[config.mk]
export PLATFORM = sky130hd
export DESIGN_NAME = key_mapper
export DESIGN_NICKNAME = d
export VERILOG_FILES = /design/src/rtl/key_mapper.sv
export SDC_FILE = /design/constraint.sdc
export NUM_CORES = 1
export LEC_CHECK = 0
export ABC_AREA = 1
export CORE_UTILIZATION = 58
export CTS_CLUSTER_SIZE = 30
export DETAILED_ROUTE_END_ITERATION = 10
export PLACE_DENSITY_LB_ADDON = 0.3
export SYNTH_ARGS = -nofsm -noshare
export SYNTH_HDL_FRONTEND = slang
export SYNTH_SLANG_ARGS = --single-unit
[constraint.sdc]
create_clock -name sys_clk -period 4.7 [get_ports sys_clk]
set_clock_uncertainty 0.05 [all_clocks]
set_input_delay 0.705 -clock sys_clk [delete_from_list [all_inputs] [get_ports sys_clk]]
set_output_delay 0.705 -clock sys_clk [all_outputs]
set_load 0.02 [all_outputs]
[src/rtl/key_mapper.sv]
// +-----------------------------------------------------------------------------
// | key_mapper : debounced 7-key piano front end producing a monophonic note
// | Rev 1.0
// +-----------------------------------------------------------------------------
`default_nettype none

module key_mapper #(
  parameter int CLK_HZ    = 100000000,
  parameter int TICK_HZ   = 1000,
  parameter int DEB_TICKS = 10
) (
  input  logic       sys_clk,
  input  logic       rst_n,
  input  logic       en,
  input  logic [6:0] keys,
  input  logic [6:0] map1,
  input  logic [6:0] map2,
  input  logic [6:0] map3,
  input  logic [6:0] map4,
  input  logic [6:0] map5,
  input  logic [6:0] map6,
  input  logic [6:0] map7,
  output logic [6:0] note,
  output logic       note_on,
  output logic       note_off,
  output logic [2:0] key_idx
);

  localparam int TICK_DIV = CLK_HZ / TICK_HZ;
  localparam int TW       = (TICK_DIV > 1) ? $clog2(TICK_DIV) : 1;
  localparam logic [TW-1:0] TICK_LAST = TW'(TICK_DIV - 1);
  localparam int DCW      = $clog2(DEB_TICKS + 1);
  localparam logic [DCW-1:0] DEB_LAST = DCW'(DEB_TICKS - 1);

  typedef enum logic [0:0] {
    IDLE = 1'b0,
    PLAY = 1'b1
  } state_t;

  state_t          state, state_nxt;
  logic [6:0]      sync1, sync2;
  logic [TW-1:0]   tick_cnt;
  logic            tick;
  logic [6:0]      deb;
  logic [6:0]      eligible;
  logic [6:0]      map_arr [7];
  logic            sel_found;
  logic [2:0]      sel_idx;
  logic [6:0]      sel_note;
  logic            held;
  logic [6:0]      note_nxt;
  logic [2:0]      idx_nxt;
  logic            on_nxt, off_nxt;

  assign map_arr[0] = map1;
  assign map_arr[1] = map2;
  assign map_arr[2] = map3;
  assign map_arr[3] = map4;
  assign map_arr[4] = map5;
  assign map_arr[5] = map6;
  assign map_arr[6] = map7;

  always_ff @(posedge sys_clk or negedge rst_n) begin
    if (!rst_n) begin
      sync1    <= '0;
      sync2    <= '0;
      tick_cnt <= '0;
    end else begin
      sync1    <= keys;
      sync2    <= sync1;
      tick_cnt <= tick ? '0 : tick_cnt + 1'b1;
    end
  end

  assign tick = (tick_cnt == TICK_LAST);

  genvar k;
  generate
    for (k = 0; k < 7; k++) begin : g_key
      logic [DCW-1:0] cnt;
      logic           level;

      // Count only consecutive disagreeing ticks; any agreeing tick restarts.
      always_ff @(posedge sys_clk or negedge rst_n) begin
        if (!rst_n) begin
          cnt   <= '0;
          level <= 1'b0;
        end else if (tick) begin
          if (sync2[k] != level) begin
            if (cnt == DEB_LAST) begin
              level <= ~level;
              cnt   <= '0;
            end else begin
              cnt <= cnt + 1'b1;
            end
          end else begin
            cnt <= '0;
          end
        end
      end

      assign deb[k]      = level;
      assign eligible[k] = level && (map_arr[k] != 7'd0);
    end
  endgenerate

  // Descending scan so the lowest-numbered eligible key wins.
  always_comb begin
    sel_found = 1'b0;
    sel_idx   = 3'd0;
    sel_note  = 7'd0;
    for (int i = 6; i >= 0; i--) begin
      if (eligible[i]) begin
        sel_found = 1'b1;
        sel_idx   = 3'(i + 1);
        sel_note  = map_arr[i];
      end
    end
  end

  always_comb begin
    held = 1'b0;
    for (int i = 0; i < 7; i++) begin
      if (key_idx == 3'(i + 1)) held = deb[i];
    end
  end

  always_ff @(posedge sys_clk or negedge rst_n) begin
    if (!rst_n) begin
      state    <= IDLE;
      note     <= '0;
      key_idx  <= '0;
      note_on  <= 1'b0;
      note_off <= 1'b0;
    end else begin
      state    <= state_nxt;
      note     <= note_nxt;
      key_idx  <= idx_nxt;
      note_on  <= on_nxt;
      note_off <= off_nxt;
    end
  end

  always_comb begin
    state_nxt = state;
    note_nxt  = note;
    idx_nxt   = key_idx;
    on_nxt    = 1'b0;
    off_nxt   = 1'b0;
    case (state)
      IDLE: begin
        if (en && sel_found) begin
          state_nxt = PLAY;
          note_nxt  = sel_note;
          idx_nxt   = sel_idx;
          on_nxt    = 1'b1;
        end
      end
      PLAY: begin
        if (!held || !en) begin
          state_nxt = IDLE;
          note_nxt  = 7'd0;
          idx_nxt   = 3'd0;
          off_nxt   = 1'b1;
        end
      end
      default: begin
        state_nxt = IDLE;
        note_nxt  = 7'd0;
        idx_nxt   = 3'd0;
      end
    endcase
  end

endmodule

`default_nettype wire
; ---- After elaboration in Yosys (flattened, before gate mapping)
; Cells that the tools add are included.
[totals]
latch_bits = 0
elab_cells = 143
mem_bits_ro = 0
ram_bits = 0
output_inout_bits = 12
n_memories = 0
reg_bits = 79
inputBits = 59
[classes]
n_eq_ne = 24
n_mul = 0
reduce_logical = 26
magnitude_cmp = 0
bitwise = 8
n_addsub = 8
div_mod_pow = 0
shift = 0
muxes = 55
[ops]
columns = cell, count
row1 = 7-bit 2-to-1 mux, 9
row2 = 4-bit 2-to-1 mux, 14
row3 = 7-bit nonzero test, 7
row4 = 4-bit by 1-bit adder with 4-bit output (second input constant), 7
row5 = 4-bit == test (second input constant), 7
row6 = 3-bit 2-to-1 mux, 9
row7 = 3-bit AND reduction, 7
row8 = 1-bit 2-to-1 mux, 19
row9 = 17-bit by 1-bit adder with 17-bit output (second input constant), 1
row10 = 17-bit == test (second input constant), 1
row11 = 17-bit 2-to-1 mux, 1
row12 = 7-bit one-hot mux with 2 select lines, 1
row13 = 3-bit == test (second input constant), 4
row14 = 1-bit logical AND, 8
row15 = 1-bit NOT, 8
row16 = 1-bit != test, 7
row17 = 3-bit by 2-bit == test with 1-bit output (second input constant), 2
row18 = 3-bit one-hot mux with 2 select lines, 1
row19 = 3-bit by 1-bit == test with 1-bit output (second input constant), 1
row20 = 1-bit logical NOT, 2
row21 = 2-bit by 1-bit != test with 1-bit output (second input constant), 1
row22 = 2-bit != test (second input constant), 1
row23 = 1-bit one-hot mux with 2 select lines, 1
row24 = 2-bit AND reduction, 1
row25 = 1-bit logical OR, 1

; ---- Depth between registers and ports, before layout
[depth]
ltp_word = 12
depth_mapped = 14
mapped_depth_nobuf = 14

; ---- Least setup slack after synthesis
; OpenSTA, ideal clock, no wires.
[synth_path]
path_type = in2reg
startpoint = input port map3[2]
endpoint = register key_idx[0]
cell_stages = 9
setup_time_ns = 0.126
required_time_ns = 4.524
arrival_ns = 1.677
n_path_buf = 1
setup_slack_ns = 2.847
path_cell_list = nor2_1 > nand4_1 > nand2_1 > nand2_2 > nor2_1 > nand2_1 > nand2_4 > buf_6 > o21ai_0
[synth_via]
elab_chain_len = 8
elab_cells_between_ends = 13
cone_classes = eq/ne: 1 / mux: 8 / reduce/logical: 4
[synth_rtl]
columns = element, line
row1 = from (decl), 18  ; input logic [6:0] map3,
row2 = 7-bit nonzero test (*), 103  ; assign eligible[k] = level && (map_arr[k] != 7'd0);
row3 = 1-bit logical AND (*), 103
row4 = 1-bit 2-to-1 mux (3 in series), 113  ; if (eligible[i]) begin
row5 = 1-bit logical AND, 152  ; if (en && sel_found) begin
row6 = 2-bit != test (no source line), -
row7 = 2-bit AND reduction (no source line), -
row8 = to (signal assigned), 138  ; key_idx <= idx_nxt;
row9 = to (decl), 26  ; output logic [2:0] key_idx
; Every way passes the cells marked *; elsewhere a longest branch is shown, timed or not. The select of a mux whose other input is x is not followed.
; A chain may end at the register's enable or synchronous reset.

; ---- Final worst setup path
[layout_path]
startpoint = register tick_cnt[0]
endpoint = register g_key[3].cnt[2]
[layout_via]
elab_chain_len = 1
[layout_rtl]
columns = element, line
row1 = from (decl), 42  ; logic [TW-1:0] tick_cnt;
row2 = from (signal assigned), 71  ; tick_cnt <= tick ? '0 : tick_cnt + 1'b1;
row3 = 17-bit == test, 75  ; assign tick = (tick_cnt == TICK_LAST);
row4 = to (signal assigned), 94  ; cnt <= cnt + 1'b1;
row5 = to (decl), 80  ; logic [DCW-1:0] cnt;
; No other way between the ends.

==> results.toml <==
[routing]
wire_per_inst_um = 13.5
ant_nets = 0
drt_iter0_drc = 213
wirelength_um = 10100
via_per_inst = 5.40
via_count = 4044
firstDrtPassIters = 5
drcViolationCount = 0

[run]
cap_viol_max_count = 0

[timing]
setup_viol = 0
max_slew_margin_pct = 36.5
period_share_pct = 54.3
setup_ws_ns = 2.15
finalSetupTns_ns = 0
hold_violations = 0
min_period_ns = 2.55
rsz0062_at_grt = "false"
worst_pin_slew_ns = 0.953
clock.fmax_mhz = 392
slew_viol_final = 0

[die]
placementRows = 31
ios = 71
die_area_um2 = 7960
core_um2 = 7290
start_util_pct = 60.5
die_x_um = 89.2
die_h_um = 89.2

[worst_setup_path]
critPathSlowestCell = "nand2_1"
r2r_end = "g_key[3].cnt[2]"
crit_path_max_incr_delay_ns = 0.56
path_class = "flop to flop"
end_kind = "flop"
worstPathRequired_ns = 4.90
rrSetupSlack_ns = 2.15
worstPathArrival_ns = 2.75
path_cells = "ha_1, nand2_1, nor2_2, inv_2, nor2_4, inv_2, nor2_2, nand2_1, inv_1, o22ai_1"
r2r_start = "tick_cnt[0]"
crit_fanout = 20
start_kind = "flop"
r2r_cells = 10

[layout]
final_cell_mix = "130 x nand2_1, 84 x inv_1, 79 x dfrtp_1"
post_route_cells_drive_above_1_share_pct = 5.23
final_common_cell = "nand2_1"
diodes = 0
instances_no_fill = 749
fin_nets = 719
n_fill_cell = 579
area_delta_synth_final_pct = 22.5

[grt]
grt_max_degree = 80
grt_pass1_wl_um = 16200
grt_overflow = 0
grt_use_total_pct = 26.5
grt_pass1_vias = 3800
antenna_found_initial = 0

[yosys]
synthesis.nets = 648
synth_edf_count = 0
ys_ff_latch = 79
synthArstFlopShare_pct = 100
yosysSeqAreaShare_pct = 44.8
synthFlopType = "dfrtp_1"
syn_avg_cell_area_um2 = 7.68
ys_warn_count = 0
netlist_instances = 574
synth_cell_type_count = 34
synthesis.area_um2 = 4410

[place]
place_hpwl_um = 7550
gp_congestion = 0.846
io_buffers = 70
dp.cells = 733
post-place-ws_ns = 1.90

[run_status]
status = "finished clean"

[clock_network]
cts-resized-gates = 0
clock_latency_ns = 0.34
cts.sinks = 79
post_cts_buffers = 0
cts_buffer_depth = 2
cts_tree = "done"
ctsHoldBuffers = 0
path_clk_slew_ns = 0.08
htreeDepth = 3
cts-buffers-inserted = 9
ctsRootBufferMaster = "clkbuf_8"

[power_and_ir_drop]
p_leak_uw = 0.00266
powerDensity_nw_per_um2 = 246
ir_drop_mv = 0.248

[hold_path]
whs_path_depth = 0
min_path_type = "flop to flop"
hold_end = "sync2[4]"
hold_start = "sync1[4]"
## cell type report
type | instances | area, um2 | share of cell area, %
inverter | 86 | 323 | 5.98
clock buffer | 10 | 138 | 2.55
sequential | 79 | 1980 | 36.6
multi-input combinational | 398 | 2040 | 37.8
timing repair buffer | 71 | 706 | 13.1
clock inverter | 6 | 93.8 | 1.74
tap | 99 | 124 | 2.29
## synth_stat cells (2+ instances only)
cell type  count  share of area, %
o21ai_2        2              0.40
nor2_2         2              0.28
xor2_1        12               2.4
inv_2          2              0.17
nor2_1        64               5.4
nor2_4         2              0.51
nand2_2        2              0.28
o211ai_1       2              0.34
o22ai_1       19               2.7
xnor2_1        8               1.6
nand4_1        4              0.57
nand2_1      130                11
dfrtp_1       79                45
o21ai_0       31               3.5
o21ai_1        9               1.0
buf_2          8              0.91
nand3_1       51               5.8
nor3_1         7              0.79
buf_6          2              0.51
ha_1          15               4.3
inv_1         84               7.1
a21oi_1       27               3.1
## critical path, delay by kind of cell, from the launching register on
kind,cells,cell delay (ns)
and+or+nand+nor,5,0.77
buffers and inverters,3,0.68
DFF,1,0.41
AOI/OAI and AO/OA,1,0.29
adders and majority gates,1,0.24
## power breakdown
part	switching, uW	leakage, uW	internal, uW	total, uW
sequential	3.03	0.00105	685	688
combinational	33.4	0.00150	47.3	80.7
clock	246	0.000113	316	563
## worst max-delay path by stage
stage | start | endpoint | slack, ns | depth (start not counted)
4_1_cts | tick_cnt[0] | g_key[3].cnt[2] | 2.12 | 10
6_report | tick_cnt[0] | g_key[3].cnt[2] | 2.15 | 10
3_3_place_gp | map5[2] | note[1] | 1.95 | 14
5_1_grt | tick_cnt[0] | g_key[3].cnt[2] | 1.92 | 10
2_1_floorplan | map3[2] | key_idx[0] | 2.85 | 9
3_5_place_dp | map1[4] | note[5] | 1.90 | 8
## logic make-up (layout without fill, tap and decap cells)
group / Yosys count / count (layout) / share of synthesized area, %
mux: 1 / 1 / 0.227
fa+ha+maj: 15 / 15 / 4.26
buf+inv: 97 / 173 / 8.91
compound gates: 93 / 93 / 11.7
simple gates: 269 / 269 / 26.2
xor+xnor: 20 / 20 / 3.97
flops: 79 / 79 / 44.8
## per-stage QoR
step	hold WS [ns]	area [um2]	util [%]	power, uW
2_1_floorplan	0.281	4410	-	713
3_3_place_gp	0.284	5170	70.9	782
3_5_place_dp	0.287	5170	70.9	782
4_1_cts	0.306	5400	74.1	1340
5_1_grt	0.320	5400	74.1	1380
6_report	0.303	5400	74.1	1330
## flip-flops by register name, summed over array words and instances (netlist names)
| register | count |
|---|---|
| state | 1 |
| g_key.cnt | 28 |
| note_off | 1 |
| sync2 | 7 |
| key_idx | 3 |
| note_on | 1 |
| sync1 | 7 |
| tick_cnt | 17 |
| note | 7 |
| g_key.level | 7 |
## metal layers
layer / up-vias / part of all wire (%) / track usage, % / routed length (um)
met5: - / 0 / 0 / 0
met4: 0 / 2.3 / 11.4 / 232
met3: 22 / 6.0 / 4.16 / 609
met2: 137 / 47 / 43.9 / 4790
met1: 1891 / 44 / 34.9 / 4490
li1: 1994 / - / - / -
Power figures use the tool's default switching activity.
